<file path="config.mk">
export PLATFORM = sky130hd
export DESIGN_NAME = s2p_frame_ctrl
export DESIGN_NICKNAME = d
export VERILOG_FILES = /design/src/rtl/s2p_frame_ctrl.sv
export SDC_FILE = /design/constraint.sdc
export NUM_CORES = 1
export LEC_CHECK = 0
export BUFFER_PORTS_ARGS = -buffer_cell sky130_fd_sc_hd__buf_2
export CELL_PAD_IN_SITES_DETAIL_PLACEMENT = 1
export CELL_PAD_IN_SITES_GLOBAL_PLACEMENT = 2
export CORE_MARGIN = 1.5
export CORE_UTILIZATION = 28
export CTS_CLUSTER_DIAMETER = 60
export DETAILED_ROUTE_END_ITERATION = 16
export GPL_TIMING_DRIVEN = 0
export PLACE_DENSITY_LB_ADDON = 0.1
export SETUP_SLACK_MARGIN = 0.3
export SYNTH_ARGS = -nofsm -noshare
export SYNTH_HDL_FRONTEND = slang
export SYNTH_SLANG_ARGS = --single-unit
</file>
<file path="constraint.sdc">
create_clock -name clk -period 1.55 [get_ports clk]
set_input_delay 0.2325 -clock clk [delete_from_list [all_inputs] [get_ports clk]]
set_output_delay 0.2325 -clock clk [all_outputs]
set_load 0.005 [all_outputs]
</file>
<file path="src/rtl/s2p_frame_ctrl.sv">
// Serial-to-parallel frame controller: samples qualified bits, aligns to frame_start,
// and delivers each WIDTH-bit word on a registered valid/ready output.
module s2p_frame_ctrl #(
  parameter int WIDTH = 4,
  parameter int CNT_W = 8
) (
  input  logic             clk,
  input  logic             rst,
  input  logic             serial_in,
  input  logic             bit_en,
  input  logic             frame_start,
  input  logic             out_ready,
  output logic [WIDTH-1:0] parallel_out,
  output logic             out_valid,
  output logic             busy,
  output logic             overrun,
  output logic             sync_err,
  output logic [CNT_W-1:0] frame_cnt
);

  localparam int SR_W = WIDTH - 1;
  localparam int CW   = $clog2(WIDTH);
  localparam logic [CW-1:0] LAST_BIT = CW'(WIDTH - 1);

  typedef enum logic {IDLE, SHIFT} state_t;

  state_t          state;
  logic [SR_W-1:0] sr;
  logic [CW-1:0]   cnt;
  logic [WIDTH-1:0] word;

  // Only the first WIDTH-1 bits need storage; the final bit joins straight from serial_in.
  assign word = {sr, serial_in};

  // NOTE: sequential state uses non-blocking assignments so every register sees
  // pre-edge values regardless of statement order.
  always_ff @(posedge clk) begin
    if (rst) begin
      state        <= IDLE;
      sr           <= '0;
      cnt          <= '0;
      parallel_out <= '0;
      out_valid    <= 1'b0;
      busy         <= 1'b0;
      overrun      <= 1'b0;
      sync_err     <= 1'b0;
      frame_cnt    <= '0;
    end else begin
      sync_err <= 1'b0;

      // Acceptance clears valid; a word loaded below in the same cycle takes precedence.
      if (out_valid && out_ready)
        out_valid <= 1'b0;

      case (state)
        IDLE: begin
          if (bit_en && frame_start) begin
            sr    <= SR_W'(serial_in);
            cnt   <= CW'(1);
            state <= SHIFT;
            busy  <= 1'b1;
          end
        end

        SHIFT: begin
          if (bit_en) begin
            if (frame_start) begin
              sr       <= SR_W'(serial_in);
              cnt      <= CW'(1);
              sync_err <= 1'b1;
            end else if (cnt == LAST_BIT) begin
              state <= IDLE;
              busy  <= 1'b0;
              cnt   <= '0;
              if (!out_valid || out_ready) begin
                parallel_out <= word;
                out_valid    <= 1'b1;
                frame_cnt    <= frame_cnt + CNT_W'(1);
              end else begin
                overrun <= 1'b1;
              end
            end else begin
              sr  <= word[SR_W-1:0];
              cnt <= cnt + CW'(1);
            end
          end
        end

        default: begin
          state <= IDLE;
          busy  <= 1'b0;
        end
      endcase
    end
  end

endmodule

</file>
After elaboration in Yosys (flattened, before gate mapping)
Index checks and enable logic that the tools add are counted.
Widths: inputs -> output; s select.
{"block": "totals", "ff_bits": 22, "input_bits": 6, "output_inout_bits": 16, "elab_cells": 58}
{"block": "classes", "addsub": 2, "eq_ne": 6, "mux": 27, "n_bitwise": 4, "n_reduce_logical": 10}
{"cell": "$mux 1", "n": 15}
{"cell": "$mux 3", "n": 4}
{"cell": "$reduce_and 5->1", "n": 2}
{"cell": "$add 8x1->8 const B", "n": 1}
{"cell": "$mux 2", "n": 4}
{"cell": "$ne 2x2->1 const B", "n": 3}
{"cell": "$pmux 3 s2", "n": 1}
{"cell": "$not 1->1", "n": 4}
{"cell": "$pmux 1 s2", "n": 2}
{"cell": "$pmux 2 s2", "n": 1}
{"cell": "$reduce_and 4->1", "n": 1}
{"cell": "$ne 3x3->1 const B", "n": 1}
{"cell": "$reduce_and 3->1", "n": 1}
{"cell": "$reduce_or 3->1", "n": 1}
{"cell": "$add 2x1->2 const B", "n": 1}
{"cell": "$eq 2x2->1 const B", "n": 1}
{"cell": "$logic_and 1x1->1", "n": 2}
{"cell": "$ne 2x1->1 const B", "n": 1}
{"cell": "$reduce_and 2->1", "n": 1}
{"cell": "$logic_not 1->1", "n": 1}
{"cell": "$logic_or 1x1->1", "n": 1}

Depth between registers and ports, before layout
Gate-level depths: netlist of run 1.
{"block": "depth", "depth_word": 7, "ltp_mapped": 5, "depth_no_buf": 5}

Least setup slack after synthesis of run 1
OpenSTA, ideal clock, no wires.
{"block": "synth_path", "path_kind": "register to register", "from": "register cnt[0]", "to": "register frame_cnt[7]", "t_arrival_ns": 1.336, "required_time_ns": 1.429, "setup_slack_ns": 0.092, "stages_incl_launch_ff": 6, "n_path_buf": 0, "period_less_slack_ns": 1.458, "path_cell_list": "dfxtp_1 ha_1 nand4b_4 nor2_8 nand3_2 mux2_4"}
{"block": "synth_via", "elab_chain_cells": 2}
{"item": "start: declaration", "line": "29", "rtl": "logic [CW-1:0] cnt;"}
{"item": "start signal: assignment", "line": "84", "rtl": "cnt <= cnt + CW'(1);"}
{"item": "$eq 2x2->1", "line": "71", "rtl": "end else if (cnt == LAST_BIT) begin"}
{"item": "$reduce_and 5->1 (no line)"}
{"item": "end signal: assignment", "line": "78", "rtl": "frame_cnt <= frame_cnt + CNT_W'(1);"}
{"item": "end: declaration", "line": "18", "rtl": "output logic [CNT_W-1:0] frame_cnt"}
Every way passes these cells.
A chain may end at the register's enable or synchronous reset.

Worst setup path after layout of run 1
{"block": "layout_path", "from": "register cnt[0]", "to": "register frame_cnt[3]"}
Same word-level chain as after synthesis.

==> summary.md, run 1 <==
| Metric | Value |
|---|---|
| Worst Hold Class | `in -> reg` |
| Core Rows | `21` |
| Flop2flop setup slack | `0.19 ns` |
| Final count of pins violating max slew | `0` |
| DRC Markers | `0` |
| IO Pins | `22` |
| Peak supply drop | `0.334 mV` |
| DP Wirelength | `1.62 mm` |
| Inserted Clock Buffers | `3` |
| Sequential power share | `53.4%` |
| Die Ht | `61.9 um` |
| Post-Syn Area | `971 um2` |
| Lkg Pwr | `0.533 nW` |
| Combinational share of power | `5.7%` |
| H-tree depth | `1` |
| Final Cell Area | `0.00133 mm2` |
| RR Endpoint | `frame_cnt[3]` |
| Later-pin clock latency in the skew report | `0.30 ns` |
| Final count of hold timing violations | `0` |
| Die width | `61.9 um` |
| N_diodes | `0` |
| CORE AREA | `0.00334 mm2` |
| Hold Crit Depth | `2` |
| Violation count after the first detailed-route iteration | `37` |
| Initial Util | `29.1%` |
| Total Routing Usage GR | `13.2%` |
| CTS Buffer Depth | `2` |
| Adder-cell share of the synthesized area | `2.58%` |
| Compound-cell area share of the yosys netlist | `8.89%` |
| Clk slew on worst S/H paths | `0.13 ns` |
| CP max-delay cell | `dfxtp_2` |
| FFs w/ async S/R, synth | `0%` |
| Routed len/inst | `12.6 um` |
| Met3 Usage GRT | `2.48%` |
| Global-route wire length before repair | `3.60 mm` |
| Number of synthesized register bits | `22` |
| Top Family by Delay on Critical Path | `simple AND/OR/NAND/NOR gates` |
| Global route hottest layer | `met2` |
| Cells after Synth | `101` |
| Final net count | `143` |
| Die area | `0.00383 mm2` |
| Count of cell types in the netlist | `33` |
| Power per Cell Area | `820 mW/mm2` |
| WP data arrival | `1.55 ns` |
| Mux contribution to synthesized area | `6.70%` |
| Yosys warns | `0` |
| GR Util met2 | `21.1%` |
| Area delta synth->final | `36.5%` |
| Avg Cell Area, Syn | `9.61 um2` |
| Sw power | `0.228 mW` |
| Clock sink total | `22` |
| CTS tree | `built` |
| Net count after synthesis | `109` |
| Initial antenna violation count | `0` |
| Internal power | `0.858 mW` |
| Max Cap Viol | `0` |
| HP Start | `rst` |
| Largest net degree at the start of global routing | `14` |
| Post-route clock skew | `0.00242 ns` |
| CP cell instances | `ha_4, nand4b_4, buf_4, nor3_4, xnor2_1, nor2_1` |
| RSZ-0062 raised after global routing | `yes` |
| Period utilization | `87.8%` |
| Seq/Total Area, Yosys | `45.4%` |
| Via count | `817` |
| DRT Wirelength | `2.26 mm` |
| Area after DPL | `0.00115 mm2` |
| Worst setup margin | `0.189 ns` |
| Drt first pass iters | `4` |
| Crit path buf inv count | `1` |
| Hold EP | `sync_err` |
| EDFF count, synth | `0` |
| Crit path depth | `6` |
| Root Buffer | `clkbuf_4` |
| Share of layout cells above drive strength 1 | `38.1%` |
| Reg2reg path depth | `6` |
| Simple-gate portion of the synthesized area | `29.0%` |
| DR vias/cell | `4.54` |
| Reg2reg start | `cnt[0]` |
| Largest family of logic cells by synthesized area | `simple AND/OR/NAND/NOR gates` |
| Total negative slack | `0 ns` |
| Pre-CTS setup slack | `0.0582 ns` |
| Slew @ Worst Pin | `0.517 ns` |
| WP data required | `1.74 ns` |
| Worst-path maximum fanout | `4` |
| # port buffers | `21` |
| Sw Share | `21.0%` |
| Setup crit end kind | `flop` |
| Ys flop type | `dfxtp_1` |
| Xor/xnor share of the synthesized area | `5.41%` |
| Vias in the first global route | `800` |
| Clock power share | `40.9%` |
| Relative slew slack | `65.5%` |
| Post-DRT Antenna Nets | `0` |
| CP Class | `reg -> reg` |
| RePlAce Congestion | `0.672` |
| Fmax | `735 MHz` |
| Setup-failing EPs final | `0` |
| Post-route minimum period | `1.36 ns` |
| Post-CTS Hold Buffers | `0` |
| Startpoint type of the worst setup path | `flop` |
| GRT met1 Usage | `17.6%` |
| Total gr overflow | `0` |
| Status | `completed` |
| Worst path max stage delay | `0.37 ns` |
[sequential cells by signal, summed over array words and instances (netlist names)]
| register | flops |
|---|---|
| state | 1 |
| cnt | 2 |
| sr | 3 |
| parallel_out | 4 |
| busy | 1 |
| out_valid | 1 |
| frame_cnt | 8 |
| sync_err | 1 |
| overrun | 1 |
[cells in the mapped netlist, types with 2 or more instances]
cell / number / area share, %
o21ai_1: 2 / 1.0
mux2i_1: 5 / 5.2
o21ai_0: 2 / 1.0
nand3_1: 5 / 2.6
nor2_1: 15 / 5.8
xor2_1: 2 / 1.8
xnor2_1: 4 / 3.6
a21oi_1: 7 / 3.6
clkbuf_1: 3 / 1.2
nor2b_1: 4 / 2.6
nand2_1: 8 / 3.1
dfxtp_1: 22 / 45
ha_1: 2 / 2.6
[cell usage in the layout (no fill, tap or decap), drive strengths merged]
master | synthesis | final
a211oi | 1 | 1
a21oi | 7 | 7
a22oi | 1 | 1
a32oi | 1 | 1
and2b | 1 | 1
and3 | 1 | 1
and4 | 1 | 1
and4b | 1 | 1
buf | 1 | 30
bufinv | 0 | 1
clkbuf | 3 | 6
dfxtp | 22 | 22
ha | 2 | 2
inv | 1 | 1
mux2 | 1 | 1
mux2i | 5 | 5
nand2 | 8 | 8
nand2b | 1 | 1
nand3 | 6 | 6
nand4 | 1 | 1
nand4b | 1 | 1
nor2 | 16 | 16
nor2b | 4 | 4
nor3 | 1 | 1
nor3b | 1 | 1
nor4 | 2 | 2
o21a | 1 | 1
o21ai | 4 | 4
xnor2 | 4 | 4
xor2 | 2 | 2
[logic make-up (layout without fill, tap and decap cells)]
kind of cell / after synthesis / after routing
adders and majority gates: 2 / 2
DFF: 22 / 22
AOI/OAI and AO/OA: 15 / 15
buffers and inverters: 5 / 38
and+or+nand+nor: 45 / 45
xor gates and xnor gates: 6 / 6
muxes: 6 / 6
[routing by layer]
metal	up-vias	routed length [um]
met2	12	1080
met1	384	1090
met3	2	71
li1	419	-
met5	-	0
met4	0	20
[per-stage QoR]
stage               hold WS [ns]  std cells  total power, mW  util [%]
floorplan                  0.309        101            0.630         -
global placement           0.452        168            0.653      34.4
detailed placement         0.453        168            0.654      34.4
CTS                        0.115        179             1.11      38.9
global route               0.121        180             1.15      39.7
finish                     0.134        180             1.09      39.7
[power by group through the flow]
stage | logic, mW | clock network [mW] | registers (mW)
after floorplan | 0.0358 | 0 | 0.594
after global placement | 0.0573 | 0 | 0.596
after detailed placement | 0.0587 | 0 | 0.596
after CTS | 0.0631 | 0.466 | 0.580
after global routing | 0.0712 | 0.496 | 0.581
final | 0.0624 | 0.444 | 0.580
[area by class of cell]
cell class	count	area [um2]
Buffer	4	16.3
Clock buffer	3	22.5
Clock inverter	1	30.0
Fill cell	413	2010
Inverter	1	3.75
Multi-Input combinational cell	74	553
Sequential cell	22	452
Tap cell	46	57.6
Timing Repair Buffer	29	190
[how the worst max path moves through the flow]
stage | to | startpoint | slack (ns)
global route | frame_cnt[3] | cnt[0] | 0.11
CTS | parallel_out[1] | cnt[0] | 0.18
finish | frame_cnt[3] | cnt[0] | 0.19
global placement | frame_cnt[7] | state | 0.05
floorplan | frame_cnt[7] | cnt[1] | 0.21
detailed placement | frame_cnt[7] | state | 0.06
[worst register-to-register path: cells and delay by family (launching register included)]
family | cells | cell delay, ns
xor+xnor | 1 | 0.13
fa+ha+maj | 1 | 0.15
buf+inv | 1 | 0.20
flops | 1 | 0.37
simple gates | 3 | 0.39
[what timing repair did]
action | 4_1_cts | 5_1_grt
resized for setup | 7 | 5
pin swaps | 6 | 2
setup endpoints to repair | 12 | 16
setup buffers | 7 | 1
No activity file was read; power rests on OpenSTA's default activity.
==> run 2, diff against run 1 <==
--- a/config.mk
+++ b/config.mk
@@ -9,7 +9,7 @@
 export CELL_PAD_IN_SITES_DETAIL_PLACEMENT = 1
 export CELL_PAD_IN_SITES_GLOBAL_PLACEMENT = 2
 export CORE_MARGIN = 1.5
-export CORE_UTILIZATION = 28
+export CORE_UTILIZATION = 33
 export CTS_CLUSTER_DIAMETER = 60
 export DETAILED_ROUTE_END_ITERATION = 16
 export GPL_TIMING_DRIVEN = 0
==> constraint.sdc (replaced) <==
create_clock -name clk -period 1.62 [get_ports clk]
set_input_delay 0.243 -clock clk [delete_from_list [all_inputs] [get_ports clk]]
set_output_delay 0.243 -clock clk [all_outputs]
set_load 0.005 [all_outputs]
==> run 2 against run 1 <==
Effect of this change:
- wire length up 2.4%
- clock power down 30%
- non-clock buffer count down 1
- largest power group unchanged
==> summary.md, run 2 (synthesis results as in run 1) <==
| Metric | Value |
|---|---|
| Area delta synth->final | `30.9%` |
| Fmax | `742 MHz` |
| CP max-delay cell | `dfxtp_2` |
| Flop2flop setup slack | `0.27 ns` |
| Number of flip-flops in the largest register | `8` |
| Relative slew slack | `64.1%` |
| CP endpoint | `frame_cnt[7]` |
| Global-route wire length before repair | `3.76 mm` |
| CTS tree | `built` |
| N_diodes | `0` |
| Biggest regs | `frame_cnt (8), parallel_out (4), sr (3)` |
| Drt first pass iters | `2` |
| DRC Markers | `0` |
| CP Class | `reg -> reg` |
| Routed len/inst | `14.1 um` |
| Die Ht | `57.2 um` |
| Worst-path maximum fanout | `5` |
| Final count of pins violating max slew | `0` |
| Most common cell after layout, fill and taps aside | `buf_2` |
| Largest net degree at the start of global routing | `13` |
| Worst path max stage delay | `0.37 ns` |
| # port buffers | `21` |
| Max Cap Viol | `0` |
| Total negative slack | `0 ns` |
| WP data arrival | `1.57 ns` |
| Violation count after the first detailed-route iteration | `34` |
| Most frequent cells in the layout | `buf_2 (22), dfxtp_1 (17), nor2_1 (15)` |
| Total gr overflow | `0` |
| WP data required | `1.84 ns` |
| CTS Buffer Depth | `2` |
| H-tree depth | `1` |
| Root Buffer | `clkbuf_4` |
| CP cell instances | `ha_4, nand4b_4, nor2_8, nand3_2, mux2_4` |
| Clk slew on worst S/H paths | `0.13 ns` |
| Vias in the first global route | `813` |
| Total Routing Usage GR | `14.7%` |
| Post-DRT Antenna Nets | `0` |
| Die width | `57.2 um` |
| RePlAce Congestion | `0.712` |
| Status | `completed` |
| Post-CTS Hold Buffers | `0` |
| Top Family by Delay on Critical Path | `simple AND/OR/NAND/NOR gates` |
| Via count | `838` |
| Worst Hold Class | `in -> reg` |
| Reg2reg start | `cnt[1]` |
| Peak supply drop | `0.654 mV` |
| Setup crit end kind | `flop` |
| Largest Register | `frame_cnt` |
| RSZ-0062 raised after global routing | `yes` |
| DP Wirelength | `1.61 mm` |
| Worst setup margin | `0.272 ns` |
| Crit path buf inv count | `0` |
| Initial Util | `34.9%` |
| Power per Cell Area | `728 mW/mm2` |
| Setup-failing EPs final | `0` |
| Clock sink total | `22` |
| Share of layout cells above drive strength 1 | `38.3%` |
| Crit path depth | `5` |
| Filler cells | `331` |
| RR Endpoint | `frame_cnt[7]` |
| Pre-CTS setup slack | `0.121 ns` |
| Final count of hold timing violations | `0` |
| Post-route minimum period | `1.35 ns` |
| Post-route clock skew | `0.00963 ns` |
| Slew @ Worst Pin | `0.539 ns` |
| CORE AREA | `0.00278 mm2` |
| Crit path from | `cnt[1]` |
| Reg2reg path depth | `5` |
| Later-pin clock latency in the skew report | `0.32 ns` |
| Final net count | `142` |
| Lkg Pwr | `0.510 nW` |
| Initial antenna violation count | `0` |
| Period utilization | `83.2%` |
| Startpoint type of the worst setup path | `flop` |
| Inserted Clock Buffers | `3` |
| IO Pins | `22` |
| Die area | `0.00328 mm2` |
| DRT Wirelength | `2.31 mm` |
| Core Rows | `19` |
| DR vias/cell | `5.11` |
## run 2: worst register-to-register path, delay by kind of cell (launching register included)
kind                     cells  cell delay [ns]
multiplexers                 1             0.30
adder cells (fa/ha/maj)      1             0.16
flip-flops                   1             0.37
AND/OR/NAND/NOR              3             0.43
## run 2: repair_timing
action,CTS,global route
pin swaps,3,7
setup buffers,4,3
resized for setup,3,11
endpoints found under the setup margin,9,16
## run 2: worst min path at each step
stage	slack, ns	end	from	cells past startpoint
finish	0.15	sync_err	rst	2
global route	0.15	sync_err	rst	2
CTS	0.15	sync_err	rst	2
detailed placement	0.45	sr[2]	sr[2]	2
global placement	0.45	sr[2]	sr[2]	2
floorplan	0.32	sync_err	rst	1
## run 2: cell type report
class	instances	area [um2]	area share, %
Multi-Input combinational cell	74	548	43.1
Tap cell	31	38.8	3.05
Buffer	4	16.3	1.28
Inverter	1	3.75	0.295
Clock buffer	4	36.3	2.85
Sequential cell	22	454	35.7
Timing Repair Buffer	28	174	13.7
## run 2: per-layer routing
layer / GRT usage [%] / part of all wire, % / vias up
li1: - / - / 415
met1: 17.6 / 44 / 405
met2: 25.9 / 51 / 13
met3: 4.08 / 3.5 / 5
met4: 3.99 / 1.4 / 0
met5: 0 / 0 / -
## run 2: per-stage QoR
stage / cells / area (um2) / power, mW / hold slack (ns) / util (%)
floorplan: 101 / 986 / 0.602 / 0.319 / -
global route: 164 / 1270 / 0.962 / 0.152 / 45.7
CTS: 161 / 1210 / 0.936 / 0.146 / 43.6
detailed placement: 153 / 1130 / 0.626 / 0.452 / 40.6
global placement: 153 / 1130 / 0.624 / 0.449 / 40.6
finish: 164 / 1270 / 0.925 / 0.152 / 45.7
## run 2: where the power goes
group,internal (mW),switching (mW)
logic,0.0248,0.0343
clock network,0.137,0.174
registers,0.545,0.00911
total,0.707,0.217
